File: src/rtl/shift_readout_ctrl_if.sv
// Column stream between the readout controller and the serializer.
// The controller drives the master side; the serializer drives the slave side.
interface shift_readout_ctrl_if #(
  parameter int IDX_W = 9
);
  logic [IDX_W-1:0] col_idx;
  logic             col_valid;
  logic             col_ready;

  modport master (
    output col_idx,
    output col_valid,
    input  col_ready
  );

  modport slave (
    input  col_idx,
    input  col_valid,
    output col_ready
  );
endinterface

File: src/rtl/shift_readout_ctrl.sv
// Sequences a one-hot column-select shift chain and presents each column on a stream.
// Optional macro SCAN_CONTINUOUS_EN adds cfg_continuous for back-to-back frames.
module shift_readout_ctrl #(
  parameter int WIDTH = 512,
  parameter int IDX_W = $clog2(WIDTH)
) (
  input  logic                 clk,
  input  logic                 reset,
  input  logic                 start,
  input  logic                 abort,
  input  logic [IDX_W-1:0]     cfg_last,
`ifdef SCAN_CONTINUOUS_EN
  input  logic                 cfg_continuous,
`endif
  output logic                 sr_shift_in,
  output logic                 sr_load,
  output logic                 busy,
  output logic                 frame_done,
  shift_readout_ctrl_if.master col_if
);

  typedef enum logic [2:0] {
    S_IDLE    = 3'd0,
    S_INJECT  = 3'd1,
    S_WAIT    = 3'd2,
    S_LOAD    = 3'd3,
    S_PRESENT = 3'd4,
    S_DONE    = 3'd5
  } state_t;

  localparam logic [IDX_W-1:0] LAST_MAX = IDX_W'(WIDTH - 1);

  state_t           state_q, state_d;
  logic [IDX_W-1:0] idx_q, idx_d;
  logic [IDX_W-1:0] last_q, last_d;
  logic [IDX_W-1:0] wait_cnt_q, wait_cnt_d;
  logic             sr_shift_in_q, sr_shift_in_d;
  logic             sr_load_q, sr_load_d;
  logic             col_valid_q, col_valid_d;
  logic [IDX_W-1:0] col_idx_q, col_idx_d;
  logic             busy_q, busy_d;
  logic             frame_done_q, frame_done_d;

  logic [IDX_W-1:0] cfg_last_clamped;
  logic             continue_scan;
  logic             wrap;

  assign cfg_last_clamped = (cfg_last > LAST_MAX) ? LAST_MAX : cfg_last;

`ifdef SCAN_CONTINUOUS_EN
  assign continue_scan = cfg_continuous;
`else
  assign continue_scan = 1'b0;
`endif

  always_ff @(posedge clk or posedge reset) begin
    if (reset) begin
      state_q       <= S_IDLE;
      idx_q         <= '0;
      last_q        <= '0;
      wait_cnt_q    <= '0;
      sr_shift_in_q <= 1'b0;
      sr_load_q     <= 1'b0;
      col_valid_q   <= 1'b0;
      col_idx_q     <= '0;
      busy_q        <= 1'b0;
      frame_done_q  <= 1'b0;
    end else begin
      state_q       <= state_d;
      idx_q         <= idx_d;
      last_q        <= last_d;
      wait_cnt_q    <= wait_cnt_d;
      sr_shift_in_q <= sr_shift_in_d;
      sr_load_q     <= sr_load_d;
      col_valid_q   <= col_valid_d;
      col_idx_q     <= col_idx_d;
      busy_q        <= busy_d;
      frame_done_q  <= frame_done_d;
    end
  end

  // Abort wins over everything, including a start arriving while idle.
  always_comb begin
    state_d    = state_q;
    idx_d      = idx_q;
    last_d     = last_q;
    wait_cnt_d = wait_cnt_q;
    wrap       = 1'b0;
    if (abort) begin
      state_d = S_IDLE;
    end else begin
      case (state_q)
        S_IDLE: begin
          if (start) begin
            state_d = S_INJECT;
            idx_d   = '0;
            last_d  = cfg_last_clamped;
          end
        end
        S_INJECT: begin
          wait_cnt_d = idx_q;
          state_d    = (idx_q != '0) ? S_WAIT : S_LOAD;
        end
        S_WAIT: begin
          wait_cnt_d = wait_cnt_q - 1'b1;
          if (wait_cnt_q <= IDX_W'(1)) begin
            state_d = S_LOAD;
          end
        end
        S_LOAD: begin
          state_d = S_PRESENT;
        end
        S_PRESENT: begin
          if (col_valid_q && col_if.col_ready) begin
            if (idx_q == last_q) begin
              if (continue_scan) begin
                state_d = S_INJECT;
                idx_d   = '0;
                last_d  = cfg_last_clamped;
                wrap    = 1'b1;
              end else begin
                state_d = S_DONE;
              end
            end else begin
              idx_d   = idx_q + 1'b1;
              state_d = S_INJECT;
            end
          end
        end
        S_DONE: begin
          state_d = S_IDLE;
        end
        default: begin
          state_d = S_IDLE;
        end
      endcase
    end
  end

  // Outputs are decoded from the next state so they leave the flops aligned with state_q.
  always_comb begin
    sr_shift_in_d = (state_d == S_INJECT);
    sr_load_d     = (state_d == S_LOAD);
    col_valid_d   = (state_d == S_PRESENT);
    col_idx_d     = (state_d == S_PRESENT) ? idx_d : '0;
    busy_d        = (state_d != S_IDLE);
    frame_done_d  = (state_d == S_DONE) || wrap;
  end

  assign sr_shift_in      = sr_shift_in_q;
  assign sr_load          = sr_load_q;
  assign busy             = busy_q;
  assign frame_done       = frame_done_q;
  assign col_if.col_valid = col_valid_q;
  assign col_if.col_idx   = col_idx_q;

endmodule
File: src/flat_wrapper.sv
// flat-port wrapper written by rule: the top's interface ports become plain ports
module shift_readout_ctrl_flat 
#(
  parameter int WIDTH = 512,
  parameter int IDX_W = $clog2(WIDTH)
)
  (clk, reset, start, abort, cfg_last, sr_shift_in, sr_load, busy, frame_done, col_if_col_idx, col_if_col_valid, col_if_col_ready);
  shift_readout_ctrl_if #(.IDX_W(IDX_W)) col_if_i ();
  input  logic clk;
  input  logic reset;
  input  logic start;
  input  logic abort;
  input  logic [IDX_W-1:0] cfg_last;
  output logic sr_shift_in;
  output logic sr_load;
  output logic busy;
  output logic frame_done;
  output wire logic [$bits(col_if_i.col_idx)-1:0] col_if_col_idx;
  output wire logic [$bits(col_if_i.col_valid)-1:0] col_if_col_valid;
  input wire logic [$bits(col_if_i.col_ready)-1:0] col_if_col_ready;
  assign col_if_col_idx = col_if_i.col_idx;
  assign col_if_col_valid = col_if_i.col_valid;
  assign col_if_i.col_ready = col_if_col_ready;
  shift_readout_ctrl #(.WIDTH(WIDTH), .IDX_W(IDX_W)) u_core (.clk(clk), .reset(reset), .start(start), .abort(abort), .cfg_last(cfg_last), .sr_shift_in(sr_shift_in), .sr_load(sr_load), .busy(busy), .frame_done(frame_done), .col_if(col_if_i));
endmodule
File: config.mk
export PLATFORM = sky130hd
export DESIGN_NAME = shift_readout_ctrl_flat
export DESIGN_NICKNAME = d
export VERILOG_FILES = /design/src/rtl/shift_readout_ctrl_if.sv /design/src/rtl/shift_readout_ctrl.sv /design/src/flat_wrapper.sv
export SDC_FILE = /design/constraint.sdc
export NUM_CORES = 1
export LEC_CHECK = 0
export CORE_ASPECT_RATIO = 0.8
export CORE_MARGIN = 2
export CORE_UTILIZATION = 59
export DETAILED_ROUTE_END_ITERATION = 8
export PLACE_DENSITY = 0.89
export SLEW_MARGIN = 20
export SYNTH_ARGS = -nofsm -noshare
export SYNTH_HDL_FRONTEND = slang
export SYNTH_SLANG_ARGS = --single-unit
File: constraint.sdc
create_clock -name clk -period 4.23 [get_ports clk]
set_clock_uncertainty 0.15 [all_clocks]
set_input_delay 1.0575 -clock clk [delete_from_list [all_inputs] [get_ports clk]]
set_output_delay 1.0575 -clock clk [all_outputs]
set_load 0.1 [all_outputs]
After elaboration in Yosys (flattened, before gate mapping)
Index checks and enable logic that the tools add are counted.
{"block": "word_totals", "n_memories": 0, "latch_bits": 0, "mem_bits_rw": 0, "mem_bits_ro": 0, "elab_cells": 46, "register_bits": 44}
{"block": "op_classes", "muxes": 15, "n_addsub": 2, "eq_ne": 9, "div": 0, "shift": 0, "reduce_logical": 7, "mul": 0, "bitwise_logic": 1, "n_lt_le_gt_ge": 2}
{"op": "9-bit 2-to-1 mux", "count": 6}
{"op": "9-bit one-hot mux with 2 select lines", "count": 2}
{"op": "3-bit 2-to-1 mux", "count": 5}
{"op": "3-bit one-hot mux with 5 select lines", "count": 1}
{"op": "9-bit by 1-bit adder with 9-bit output, second input constant", "count": 1}
{"op": "3-bit by 2-bit equality test with 1-bit output, second input constant", "count": 3}
{"op": "3-bit equality test, second input constant", "count": 3}
{"op": "9-bit equality test", "count": 1}
{"op": "9-bit > comparator, second input constant", "count": 1}
{"op": "9-bit by 1-bit less-or-equal comparator with 1-bit output, second input constant", "count": 1}
{"op": "9-bit nonzero test", "count": 1}
{"op": "9-bit by 1-bit subtractor with 9-bit output, second input constant", "count": 1}
{"op": "3-bit by 1-bit equality test with 1-bit output, second input constant", "count": 2}
{"op": "3-bit zero test", "count": 1}
{"op": "3-bit AND reduction", "count": 1}
{"op": "3-bit nonzero test", "count": 1}
{"op": "2-bit AND reduction", "count": 1}
{"op": "2-bit nonzero test", "count": 1}
{"op": "1-bit logical AND", "count": 1}
{"op": "1-bit 2-to-1 mux", "count": 1}
{"op": "1-bit inverter", "count": 1}

Longest topological paths before layout
Gate-level depths: netlist of the first run.
{"block": "depth", "word_depth": 7, "ltp_mapped": 8, "mapped_depth_nobuf": 6}

Worst setup path after synthesis of the first run
No wires, ideal clock.
{"block": "synth_path", "kind": "in2reg", "startpoint": "input abort", "endpoint": "register u_core.col_idx_q[8], in the netlist u_core.col_if.col_idx[8]", "setup_slack_ns": 1.509, "n_path_buf": 2, "setup_ns": 0.119, "required_ns": 3.961, "t_arrival_ns": 2.452, "stages": 7, "path_cell_list": "buf_6 or4b_1 buf_2 nor4_2 o31ai_1 mux2i_1 and2_1"}
{"block": "synth_between", "elab_cells_between_ends": 4}
{"element": "start, declared", "line": "flat_wrapper.sv:12", "rtl": "input logic abort;"}
{"element": "9-bit 2-to-1 mux", "line": "shift_readout_ctrl.sv:89", "rtl": "if (abort) begin"}
{"element": "via u_core.idx_d[8]", "line": "shift_readout_ctrl.sv:34", "rtl": "logic [IDX_W-1:0] idx_q, idx_d;"}
{"element": "9-bit 2-to-1 mux", "line": "shift_readout_ctrl.sv:145", "rtl": "col_idx_d = (state_d == S_PRESENT) ? idx_d : '0;"}
{"element": "via u_core.col_idx_d[8]", "line": "shift_readout_ctrl.sv:40", "rtl": "logic [IDX_W-1:0] col_idx_q, col_idx_d;"}
{"element": "end signal, assigned", "line": "shift_readout_ctrl.sv:76", "rtl": "col_idx_q <= col_idx_d;"}
{"element": "end, declared", "line": "shift_readout_ctrl.sv:40"}
The timed path passes the listed nets, and every way through them passes these cells.
A chain may end at the register's enable or synchronous reset.

Final worst setup path of the first run
{"block": "layout_path", "startpoint": "register u_core.col_valid_q, in the netlist u_core.col_if.col_valid", "endpoint": "output col_if_col_valid"}
{"element": "start, declared", "line": "shift_readout_ctrl.sv:39", "rtl": "logic col_valid_q, col_valid_d;"}
{"element": "start signal, assigned", "line": "shift_readout_ctrl.sv:75", "rtl": "col_valid_q <= col_valid_d;"}
{"element": "end, declared", "line": "flat_wrapper.sv:19", "rtl": "output wire logic [$bits(col_if_i.col_valid)-1:0] col_if_col_valid;"}
No word-level cell between the ends.

==> summary.md, run 1 <==
| Metric | Value |
|---|---|
| Post-Syn Area per Cell | `9.73 sq um` |
| Chip width | `73 um` |
| Leakage | `1.11 nW` |
| CTS H-tree depth | `2` |
| Crit. End Element | `output pin` |
| Worst endpoint required time | `3020 ps` |
| Longest Clk Path Bufs | `2` |
| Slew headroom | `34.4%` |
| Fmax | `321 MHz` |
| Hold EP | `u_core.wait_cnt_q[8]` |
| Mapped Cells | `231` |
| Slowest-stage cell, CP | `clkdlybuf4s50_1` |
| Async SR Flop Fraction | `100%` |
| Register-to-Register Setup Slack | `1970 ps` |
| Top FF cell, synth | `dfrtp_1` |
| CP arrival | `1910 ps` |
| Antenna diodes | `0` |
| HP Class | `flop to flop` |
| WP depth | `1` |
| Post-Route WL | `4800 um` |
| Max cap viols | `0` |
| Synth Area in Adders | `2.23%` |
| Setup tns final | `0 ps` |
| Core Util, Final | `69.9%` |
| Crit Reg-Reg Endpoint | `u_core.frame_done` |
| Status | `finished clean` |
| EDFF count, synth | `0` |
| Number of library cell types mapped by synthesis | `49` |
| Via Count | `1,847` |
| Rows | `20` |
| Total power per unit cell area | `501 nW/um^2` |
| Synth Area in XOR/XNOR | `4.29%` |
| Clk_lat worst skew | `300 ps` |
| Worst-path fanout max | `6` |
| Worst Reg-to-Reg Cells | `5` |
| Area grow syn2layout | `16.0%` |
| Warnings from Yosys | `0` |
| Main combinational cell family by area after synthesis | `simple AND/OR/NAND/NOR gates` |
| Nets | `269` |
| Max-slew violations | `0` |
| Post CTS Setup Buffer Count | `0` |
| First-pass GRT wire length | `7970 um` |
| Mapped Nets | `249` |
| DR pass1 iterations | `5` |
| VDD IR max | `0.298 mV` |
| Hold Vio Cnt, Final | `0` |
| Chip height | `59.2 um` |
| Core area | `3730 sq um` |
| Initial antenna violation count | `0` |
| Drt initial violations | `186` |
| GRT overflow | `0` |
| Vias in the first global route | `1,651` |
| Dpl hpwl | `3430 um` |
| Drt via density | `6.24` |
| Simple-Gate Fraction of Synth Area | `19.1%` |
| Tmin final | `3120 ps` |
| Cell with the most instances after synthesis | `dfrtp_1` |
| CTS Buf Count | `5` |
| Layout cells sized above 1 | `9.52%` |
| Pin count of the biggest net entering global routing | `32` |
| Hold Startpoint | `u_core.wait_cnt_q[8]` |
| Total clock sinks | `44` |
| Final worst path period share | `73.7%` |
| CTS tree | `yes` |
| Aggregate global-route resource usage | `25.1%` |
| Initial Util | `60.3%` |
| Full die area | `4320 sq um` |
| Area contributors post-synth | `dfrtp_1 (49%), mux2_2 (4.5%), xnor2_1 (3.9%)` |
| Io pins | `28` |
| CTS root buffer | `clkbuf_8` |
| Cts repair resizes | `0` |
| Complex-gate fraction of the synthesized area | `15.2%` |
| Worst slew pin tran | `981 ps` |
| Kind of cell with the highest combined delay on the critical path | `buffers and inverters` |
| WP buf/inv | `1` |
| # DRC | `0` |
| Post-synth top cells | `dfrtp_1 (44), nand2_1 (18), nor2_1 (18)` |
| Endpoints failing setup | `0` |
| Yosys top cell by area | `dfrtp_1` |
| Worst hold margin | `351 ps` |
| CTS Hold Bufs | `0` |
| Per-cell routed wire length | `16.2 um` |
| Crit path launch type | `flop` |
| Flop and latch count out of synthesis | `44` |
| GPL Wtd Cong | `0.907` |
| Sequential area share after synthesis | `49.0%` |
| Largest stage delay, worst path | `1170 ps` |
| Synth top area share | `49.0%` |
| Unrepaired setup endpoints after global routing | `false` |
| Port bufs | `27` |
| Critical-path cell list | `clkdlybuf4s50_1` |
| Hold Crit Depth | `1` |
| Critical path type | `flop to output pin` |
| Cell Area, Synth | `2250 sq um` |
| Reg2reg start | `u_core.state_q[2]` |
| Reg clk slew, reported paths | `80 ps` |
| Mux contribution to synthesized area | `5.40%` |
| DRT antenna net count | `0` |
-- cell type report --
| type | count | area [sq um] |
|---|---|---|
| Fill cell | 288 | 1120 |
| Sequential cell | 44 | 1100 |
| Multi-Input combinational cell | 161 | 1040 |
| Timing Repair Buffer | 29 | 285 |
| Clock buffer | 8 | 90.1 |
| Tap cell | 44 | 55.1 |
| Inverter | 10 | 37.5 |
-- power by group --
group,internal (mW),leakage (nW),switching (mW)
combinational,0.179,0.483,0.261
sequential,0.507,0.581,0.0861
clock,0.133,0.0455,0.140
total,0.819,1.11,0.487
-- how the worst max path moves through the flow --
stage | slack (ps) | start | to
detailed placement | 940 | abort | u_core.col_if.col_idx[8]
global placement | 980 | abort | u_core.col_if.col_idx[8]
CTS | 1120 | u_core.col_if.col_valid | col_if_col_valid
global route | 1070 | abort | u_core.col_if.col_idx[6]
finish | 1110 | u_core.col_if.col_valid | col_if_col_valid
floorplan | 1510 | abort | u_core.col_if.col_idx[8]
-- metrics by stage --
stage	cell area [sq um]	std cells	power (mW)	setup slack, ps
after floorplan	2250	231	0.933	1510
after global placement	2520	288	1.02	984
after detailed placement	2520	288	1.03	936
after CTS	2610	296	1.31	1120
after global routing	2610	296	1.39	1070
final	2610	296	1.31	1110
-- sequential cells by signal, indices dropped and copies added, names as in the netlist --
signal                   count
u_core.state_q               3
u_core.sr_load               1
u_core.last_q                9
u_core.wait_cnt_q            9
u_core.idx_q                 9
u_core.col_if.col_valid      1
u_core.frame_done            1
u_core.col_if.col_idx        9
u_core.sr_shift_in           1
u_core.busy                  1
-- metal layers --
| metal | vias to the layer above | track usage, % | part of all wire, % |
|---|---|---|---|
| li1 | 862 | - | - |
| met2 | 86 | 35.4 | 43 |
| met3 | 16 | 4.93 | 7.6 |
| met4 | 0 | 12.2 | 2.8 |
| met1 | 883 | 37.0 | 47 |
| met5 | - | 0 | 0 |
-- kinds of logic (layout without fill, tap and decap cells) --
kind of cell               after synthesis  after routing
and+or+nand+nor                         84             84
DFF                                     44             44
adders and majority gates                4              4
xor gates and xnor gates                11             11
muxes                                   11             11
AOI/OAI and AO/OA                       51             51
buffers and inverters                   26             47
-- layout by cell type (no fill, tap or decap), drive strengths merged, types with 4 or more instances in the layout --
cell and count:
a21oi 11, mux2 9, nor4 4, nor2 18, ha 4, nor3 10
xnor2 10, nand3 10, clkbuf 8, nand2 18, o21ai 12, inv 10
dfrtp 44, or2 4, and2 5, a31oi 4, clkdlybuf4s50 27
Note: power is estimated with default switching activity, not from simulation.
==> inputs of run 2 (changes only) <==
Settings changed: CORE_UTILIZATION 59 to 55, PLACE_DENSITY 0.89 to 0.84.
Clock period 4.23 ns to 3.2 ns, I/O delays scaled along.
==> summary.md, run 2 (same netlist as run 1, synthesis figures left out) <==
| Metric | Value |
|---|---|
| Critical-path cell list | `clkdlybuf4s50_1 -> buf_4 -> nor3_1 -> o21ai_0 -> o311ai_0 -> a21oi_1` |
| Met2 Usage GRT | `33.5%` |
| Antenna diodes | `0` |
| Drt via density | `5.96` |
| Area grow syn2layout | `16.9%` |
| Met3 Usage GRT | `6.06%` |
| Longest Clk Path Bufs | `2` |
| Endpoints failing setup | `0` |
| Largest stage delay, worst path | `530 ps` |
| Chip width | `75.5 um` |
| Pin count of the biggest net entering global routing | `45` |
| Clk_lat worst skew | `300 ps` |
| VDD IR max | `0.399 mV` |
| Worst slew pin tran | `678 ps` |
| Commonest non-fill, non-tap cell in the layout | `dfrtp_1` |
| GPL Wtd Cong | `0.845` |
| Initial Util | `58.3%` |
| Most frequent cells in the layout | `dfrtp_1 (44), buf_4 (19), nor2_1 (18), nand2_1 (18), clkdlybuf4s50_1 (13)` |
| Slew headroom | `54.4%` |
| Io pins | `28` |
| Drt initial violations | `265` |
| Leakage | `1.16 nW` |
| First-pass GRT wire length | `8070 um` |
| Critical path type | `input pin to flop` |
| HP Class | `flop to flop` |
| Hold Startpoint | `u_core.wait_cnt_q[8]` |
| Kind of cell with the highest combined delay on the critical path | `compound AO/OA/AOI/OAI gates` |
| Rows | `20` |
| Hold Vio Cnt, Final | `0` |
| CTS Buf Count | `5` |
| M1 GR Usage | `36.0%` |
| DRT antenna net count | `0` |
| Crit. End Element | `flop` |
| Aggregate global-route resource usage | `23.9%` |
| Max cap viols | `0` |
| Tmin final | `2680 ps` |
| Core area | `3850 sq um` |
| Crit path launch type | `input pin` |
| CTS H-tree depth | `2` |
| WP buf/inv | `2` |
| Gr busiest metal | `met1` |
| CTS Hold Bufs | `0` |
| Reg2reg start | `u_core.idx_q[5]` |
| Status | `finished clean` |
| DR pass1 iterations | `5` |
| Chip height | `61.2 um` |
| Worst hold margin | `346 ps` |
| Cts repair resizes | `0` |
| CTS tree | `yes` |
| CP arrival | `2700 ps` |
| Per-cell routed wire length | `15.7 um` |
| Full die area | `4620 sq um` |
| Total clock sinks | `44` |
| Post CTS Setup Buffer Count | `0` |
| Unrepaired setup endpoints after global routing | `false` |
| Worst endpoint required time | `3210 ps` |
| Filler cell count | `338` |
| Dpl hpwl | `3390 um` |
| Post-Route WL | `4860 um` |
| Nets | `272` |
| Worst Reg-to-Reg Cells | `5` |
| Initial antenna violation count | `0` |
| Cell Count, Final, Fillers Out | `310` |
| Via Count | `1,847` |
| Max-slew violations | `0` |
| Total power per unit cell area | `684 nW/um^2` |
| Reg clk slew, reported paths | `80 ps` |
| Slowest-stage cell, CP | `o311ai_0` |
| Worst-path fanout max | `8` |
| Hold EP | `u_core.wait_cnt_q[8]` |
| Total power | `1.80 mW` |
| Vias in the first global route | `1,655` |
| Port bufs | `27` |
| GRT overflow | `0` |
| Layout cells sized above 1 | `16.1%` |
| Final worst path period share | `83.8%` |
| Fmax | `373 MHz` |
| Hold Crit Depth | `1` |
| Crit Reg-Reg Endpoint | `u_core.col_if.col_idx[6]` |
| Register-to-Register Setup Slack | `970 ps` |
| CTS root buffer | `clkbuf_8` |
| Setup tns final | `0 ps` |
| # DRC | `0` |
| Placed Instances | `302` |
-- run 2: where the power goes --
part           internal, mW  leakage, nW  switching (mW)
clock network         0.232       0.0552           0.191
registers             0.670        0.581           0.116
logic                 0.241        0.524           0.345
-- run 2: per-layer routing --
metal	up-vias	routed length (um)
li1	862	-
met1	874	2210
met2	97	2050
met3	14	489
met4	0	100
met5	-	0
-- run 2: layout make-up --
| type | count | area, sq um | share of cell area, % |
|---|---|---|---|
| Multi-Input combinational cell | 161 | 1040 | 39.5 |
| Timing Repair Buffer | 32 | 273 | 10.4 |
| Inverter | 10 | 37.5 | 1.43 |
| Clock buffer | 6 | 72.6 | 2.76 |
| Clock inverter | 2 | 35.0 | 1.33 |
| Tap cell | 55 | 68.8 | 2.62 |
| Sequential cell | 44 | 1100 | 41.9 |
-- run 2: metrics by stage --
| stage | utilization [%] | setup slack, ps | area (sq um) |
|---|---|---|---|
| 6_report | 68.1 | 519 | 2630 |
| 2_1_floorplan | - | 736 | 2250 |
| 4_1_cts | 68.1 | 579 | 2630 |
| 5_1_grt | 68.1 | 371 | 2630 |
| 3_3_place_gp | 65.4 | 314 | 2520 |
| 3_5_place_dp | 65.4 | 240 | 2520 |
-- run 2: how the worst max path moves through the flow --
stage,start,endpoint,cells after the start
after CTS,abort,u_core.col_if.col_idx[6],6
after global placement,abort,u_core.col_if.col_idx[8],6
after floorplan,abort,u_core.col_if.col_idx[8],7
after detailed placement,abort,u_core.col_if.col_idx[6],6
final,abort,u_core.col_if.col_idx[6],6
after global routing,abort,u_core.col_if.col_idx[6],6
-- run 2: worst reg2reg max path, delay by kind of cell, from the launching register on --
kind	cells	cell delay, ps
xor gates and xnor gates	1	170
DFF	1	590
AOI/OAI and AO/OA	2	480
and+or+nand+nor	2	770
==> RTL edit 1 (flow settings as in run 2) <==
`WIDTH` is set to 512 in 2 places; all go to 256.
--- a/src/rtl/shift_readout_ctrl.sv
+++ b/src/rtl/shift_readout_ctrl.sv
@@ -1,7 +1,7 @@
 // Sequences a one-hot column-select shift chain and presents each column on a stream.
 // Optional macro SCAN_CONTINUOUS_EN adds cfg_continuous for back-to-back frames.
 module shift_readout_ctrl #(
-  parameter int WIDTH = 512,
+  parameter int WIDTH = 256,
   parameter int IDX_W = $clog2(WIDTH)
 ) (
   input  logic                 clk,
--- a/src/flat_wrapper.sv
+++ b/src/flat_wrapper.sv
@@ -1,7 +1,7 @@
 // flat-port wrapper written by rule: the top's interface ports become plain ports
 module shift_readout_ctrl_flat 
 #(
-  parameter int WIDTH = 512,
+  parameter int WIDTH = 256,
   parameter int IDX_W = $clog2(WIDTH)
 )
   (clk, reset, start, abort, cfg_last, sr_shift_in, sr_load, busy, frame_done, col_if_col_idx, col_if_col_valid, col_if_col_ready);
Interface: changed (resized cfg_last and col_if_col_idx); port bits go from 28 to 26. No check against the original RTL was run, so the function may have changed too.
==> RTL edit 1 against run 2 <==
Critical path depth fell by 1; synthesized cell count decreased by 8.2%; critical endpoint is now u_core.last_q[0]; area after synthesis fell by 3.0%; sequential cell count decreased by 4; design area fell by 5.2%; largest power group unchanged; worst setup slack gained 280 ps; die area fell by 2.8%; via count fell by 9.3%; total power fell by 9.3%; count of clock-buffer cells in the layout unchanged; routed wire length fell by 11%.
==> RTL edit 1: results (changes against run 2) <==
| Metric | Value |
|---|---|
| Status | `completed (unchanged)` |
| Dpl hpwl | `3040 um (was 3390 um)` |
| Vias in the first global route | `1,542 (was 1,655)` |
| First-pass GRT wire length | `7510 um (was 8070 um)` |
| Synth warnings | `0 (unchanged)` |
| TritonRoute pass-1 iters | `4 (was 5)` |
| DR vias | `1,676 (was 1,847)` |
| Largest net degree at the start of global routing | `41 (was 45)` |
| WL per Instance | `14.9 um (was 15.7 um)` |
| Yosys cell types | `48 (was 49)` |
| Reg clk slew, reported paths | `70 ps` |
| Syn Inst Count | `212 (was 231)` |
| Synth Area in Compound Gates | `15.2% (about the same)` |
| Port Buf Inserts | `25 (was 27)` |
| Gr ovfl total | `0 (unchanged)` |
| Initial antenna violation count | `0 (unchanged)` |
| Layout cells sized above 1 | `19.2% (was 16.1%)` |
| Final Wtd Congestion | `0.845 (about the same)` |
| Sequential share of the synthesized area | `45.9% (was 49.0%)` |
| Dpl cells | `281 (was 302)` |
| Met2 global-route usage | `31.7% (was 33.5%)` |
| WL met3 | `272 um (was 489 um)` |
| Met1 wire length | `2060 um (was 2210 um)` |
| CTS Buf Count | `5 (unchanged)` |
| Final nets | `250 (was 272)` |
| Tot GR Track Use | `22.5% (was 23.9%)` |
| Synth cell count leaders | `dfrtp_1 (40), nor2_1 (14), nand2_1 (13), a21oi_1 (11), o21ai_1 (11) (was dfrtp_1 (44), nand2_1 (18), nor2_1 (18), o21ai_0 (12))` |
| Post-Synth XOR/XNOR Area | `3.62% (was 4.29%)` |
| Synth top area cells | `dfrtp_1 (46%), mux2_4 (5.5%), xnor2_1 (3.6%) (was dfrtp_1 (49%), mux2_2 (4.5%), xnor2_1 (3.9%))` |
| Adder-cell share of the synthesized area | `2.30% (was 2.23%)` |
| P_leak | `1.11 nW (was 1.16 nW)` |
| CTS max path bufs | `2 (unchanged)` |
| Initial DRC Count | `153 (was 265)` |
| Max layer used | `met4 (unchanged)` |
| Gates resized, CTS repair | `0 (unchanged)` |
| Skew-Pair Late Insertion Delay | `290 ps` |
| Post-synth net total | `229 (was 249)` |
| Slew margin rel. | `59.5% (was 54.4%)` |
| Met3 usage | `5.90% (was 6.06%)` |
| WL final | `4300 um (was 4860 um)` |
| CP max FO | `8 (unchanged)` |
| Worst ir drop on vdd | `0.337 mV (was 0.399 mV)` |
| WL met2 | `1900 um (was 2050 um)` |
| Mux cell area share after synthesis | `6.49% (was 5.40%)` |
| Met1 Resource Use GR | `33.7% (was 36.0%)` |
[RTL edit 1: changes by cell type in the layout (fill, tap and decap cells not counted), moves of 3 or more]
cell / run 2 / this run
nor2_1: 18 / 14
buf_4: 19 / 16
dfrtp_1: 44 / 40
o21ai_1: 0 / 11
nand4_1: 3 / 0
mux2_4: 0 / 8
o21ai_0: 12 / 6
or2_2: 4 / 0
nand2_1: 18 / 13
nor3_1: 10 / 7
mux2_2: 9 / 1
[RTL edit 1: critical path, cell delays in order]
cell,delay [ps]
clkdlybuf4s50_1,480
nor3_4,270
o21ai_2,90
or2_1,420
mux2_4,360
[RTL edit 1: path summary, 6_finish.rpt]
check	from	end	slack, ps	depth (start not counted)
max in group asynchronous	reset	u_core.wait_cnt_q[7]	1780	3
setup / recovery	abort	u_core.last_q[0]	800	5
hold / removal	u_core.wait_cnt_q[1]	u_core.wait_cnt_q[1]	380	2
hold reg to reg	u_core.wait_cnt_q[1]	u_core.wait_cnt_q[1]	380	2
setup reg to reg	u_core.idx_q[0]	u_core.idx_q[6]	1180	6
min in group asynchronous	reset	u_core.idx_q[3]	770	3
[RTL edit 1: per-stage QoR]
step           area, um2  setup WS (ps)
2_1_floorplan       2180           1010
3_5_place_dp        2390            505
4_1_cts             2490            795
6_report            2490            802
3_3_place_gp        2390            521
5_1_grt             2490            763
[RTL edit 1: final cells by class]
type                            instances  area [um2]
Fill cell                             329        1320
Clock inverter                          2        15.0
Sequential cell                        40        1000
Clock buffer                            6        82.6
Tap cell                               55        68.8
Multi-Input combinational cell        149        1050
Inverter                                9        33.8
Timing Repair Buffer                   28         240
[RTL edit 1: where the power goes]
part	total, W	switching (W)	internal (W)	leakage (nW)
clock network	0.000355	0.000181	0.000175	0.0434
logic	0.000550	0.000297	0.000253	0.543
registers	0.000724	0.000120	0.000604	0.526
==> RTL edit 2 (flow settings as in run 2) <==
Without the edit above. Encoding of `state_t`: now one-hot (6 bits for 6 states).
--- a/src/rtl/shift_readout_ctrl.sv
+++ b/src/rtl/shift_readout_ctrl.sv
@@ -19,13 +19,13 @@
   shift_readout_ctrl_if.master col_if
 );
 
-  typedef enum logic [2:0] {
-    S_IDLE    = 3'd0,
-    S_INJECT  = 3'd1,
-    S_WAIT    = 3'd2,
-    S_LOAD    = 3'd3,
-    S_PRESENT = 3'd4,
-    S_DONE    = 3'd5
+  typedef enum logic [5:0] {
+    S_IDLE    = 6'b000001,
+    S_INJECT  = 6'b000010,
+    S_WAIT    = 6'b000100,
+    S_LOAD    = 6'b001000,
+    S_PRESENT = 6'b010000,
+    S_DONE    = 6'b100000
   } state_t;
 
   localparam logic [IDX_W-1:0] LAST_MAX = IDX_W'(WIDTH - 1);
Behaviour: no difference found for any inputs over 10 cycles, from zero or initial values and one cycle with reset high; not proved beyond that.
==> RTL edit 2 against run 2 <==
Design area increased by 8.2%; die area grew 10%; routed wire length grew 13%; worst setup slack improved by 210 ps; area after synthesis rose by 11%; total power fell by 22%; sequential cell count up 3; count of clock-buffer cells in the layout did not move; sequential share of layout area is 0.49 points lower; hold slack better by 18 ps.
==> RTL edit 2: results (changes against run 2) <==
| Metric | Value |
|---|---|
| TritonRoute pass-1 iters | `4 (was 5)` |
| Internal Power | `0.000953 W (was 0.00114 W)` |
| Dpl cells | `327 (was 302)` |
| Final Wtd Congestion | `0.918 (was 0.845)` |
| Worst ir drop on vdd | `0.279 mV (was 0.399 mV)` |
| Register-to-Register Path Depth | `6 (was 5)` |
| Synth top area cells | `dfrtp_1 (46%), nor2_1 (3.8%), o21ai_0 (3.6%) (was dfrtp_1 (49%), mux2_2 (4.5%), xnor2_1 (3.9%))` |
| Post-synth net total | `267 (was 249)` |
| R2r startpoint | `u_core.state_q[3] (was u_core.idx_q[5])` |
| Comb power | `0.000327 W (was 0.000586 W)` |
| Clock power share | `24.7% (was 23.5%)` |
| Status | `completed (unchanged)` |
| Fill count | `355 (was 338)` |
| Clock-cell share | `2.99% (was 4.10%)` |
| Terminus of the critical flop-to-flop path | `u_core.col_if.col_idx[0] (was u_core.col_if.col_idx[6])` |
| Seq/total area | `41.4% (was 41.9%)` |
| Reg area | `1180 um2 (was 1100 um2)` |
| Hold Path Origin | `u_core.last_q[8] (was u_core.wait_cnt_q[8])` |
| Worst path max stage delay | `590 ps (was 530 ps)` |
| Setup WS pre-CTS | `448 ps (was 240 ps)` |
| WL per Instance | `16.3 um (was 15.7 um)` |
| Non-Filler Instances | `335 (was 310)` |
| DR vias | `1,983 (was 1,847)` |
| Pwr/cell area | `493 nW/um2 (was 684 nW/um2)` |
| Synthesized area per cell | `10.0 um2 (was 9.73 um2)` |
| Final nets | `295 (was 272)` |
==> RTL edit 2: logic make-up after synthesis <==
family / count (synthesis) / synth area share (%)
flip-flops: 47 / 47.3
multiplexers: 11 / 4.87
AND/OR/NAND/NOR: 89 / 20.5
AO/OA/AOI/OAI: 66 / 17.1
adder cells (fa/ha/maj): 4 / 2.01
buffers and inverters: 22 / 4.67
XOR/XNOR: 10 / 3.52
==> RTL edit 2: worst min path at each step <==
stage                     slack, ps  cells after the start                   end
after floorplan                 320                      2  u_core.wait_cnt_q[6]
after global placement          340                      2  u_core.wait_cnt_q[4]
after detailed placement        350                      2  u_core.wait_cnt_q[6]
after CTS                       370                      2  u_core.wait_cnt_q[6]
after global routing            400                      1      u_core.last_q[8]
final                           360                      1      u_core.last_q[8]
==> RTL edit 2: routing by layer <==
layer  global-route usage, %  part of all wire, %  up-vias
met2                    34.9                   45       79
met1                    34.6                   47      958
met5                       0                    0        -
li1                        -                    -      939
met4                    7.33                  1.1        0
met3                    4.94                  7.0        7
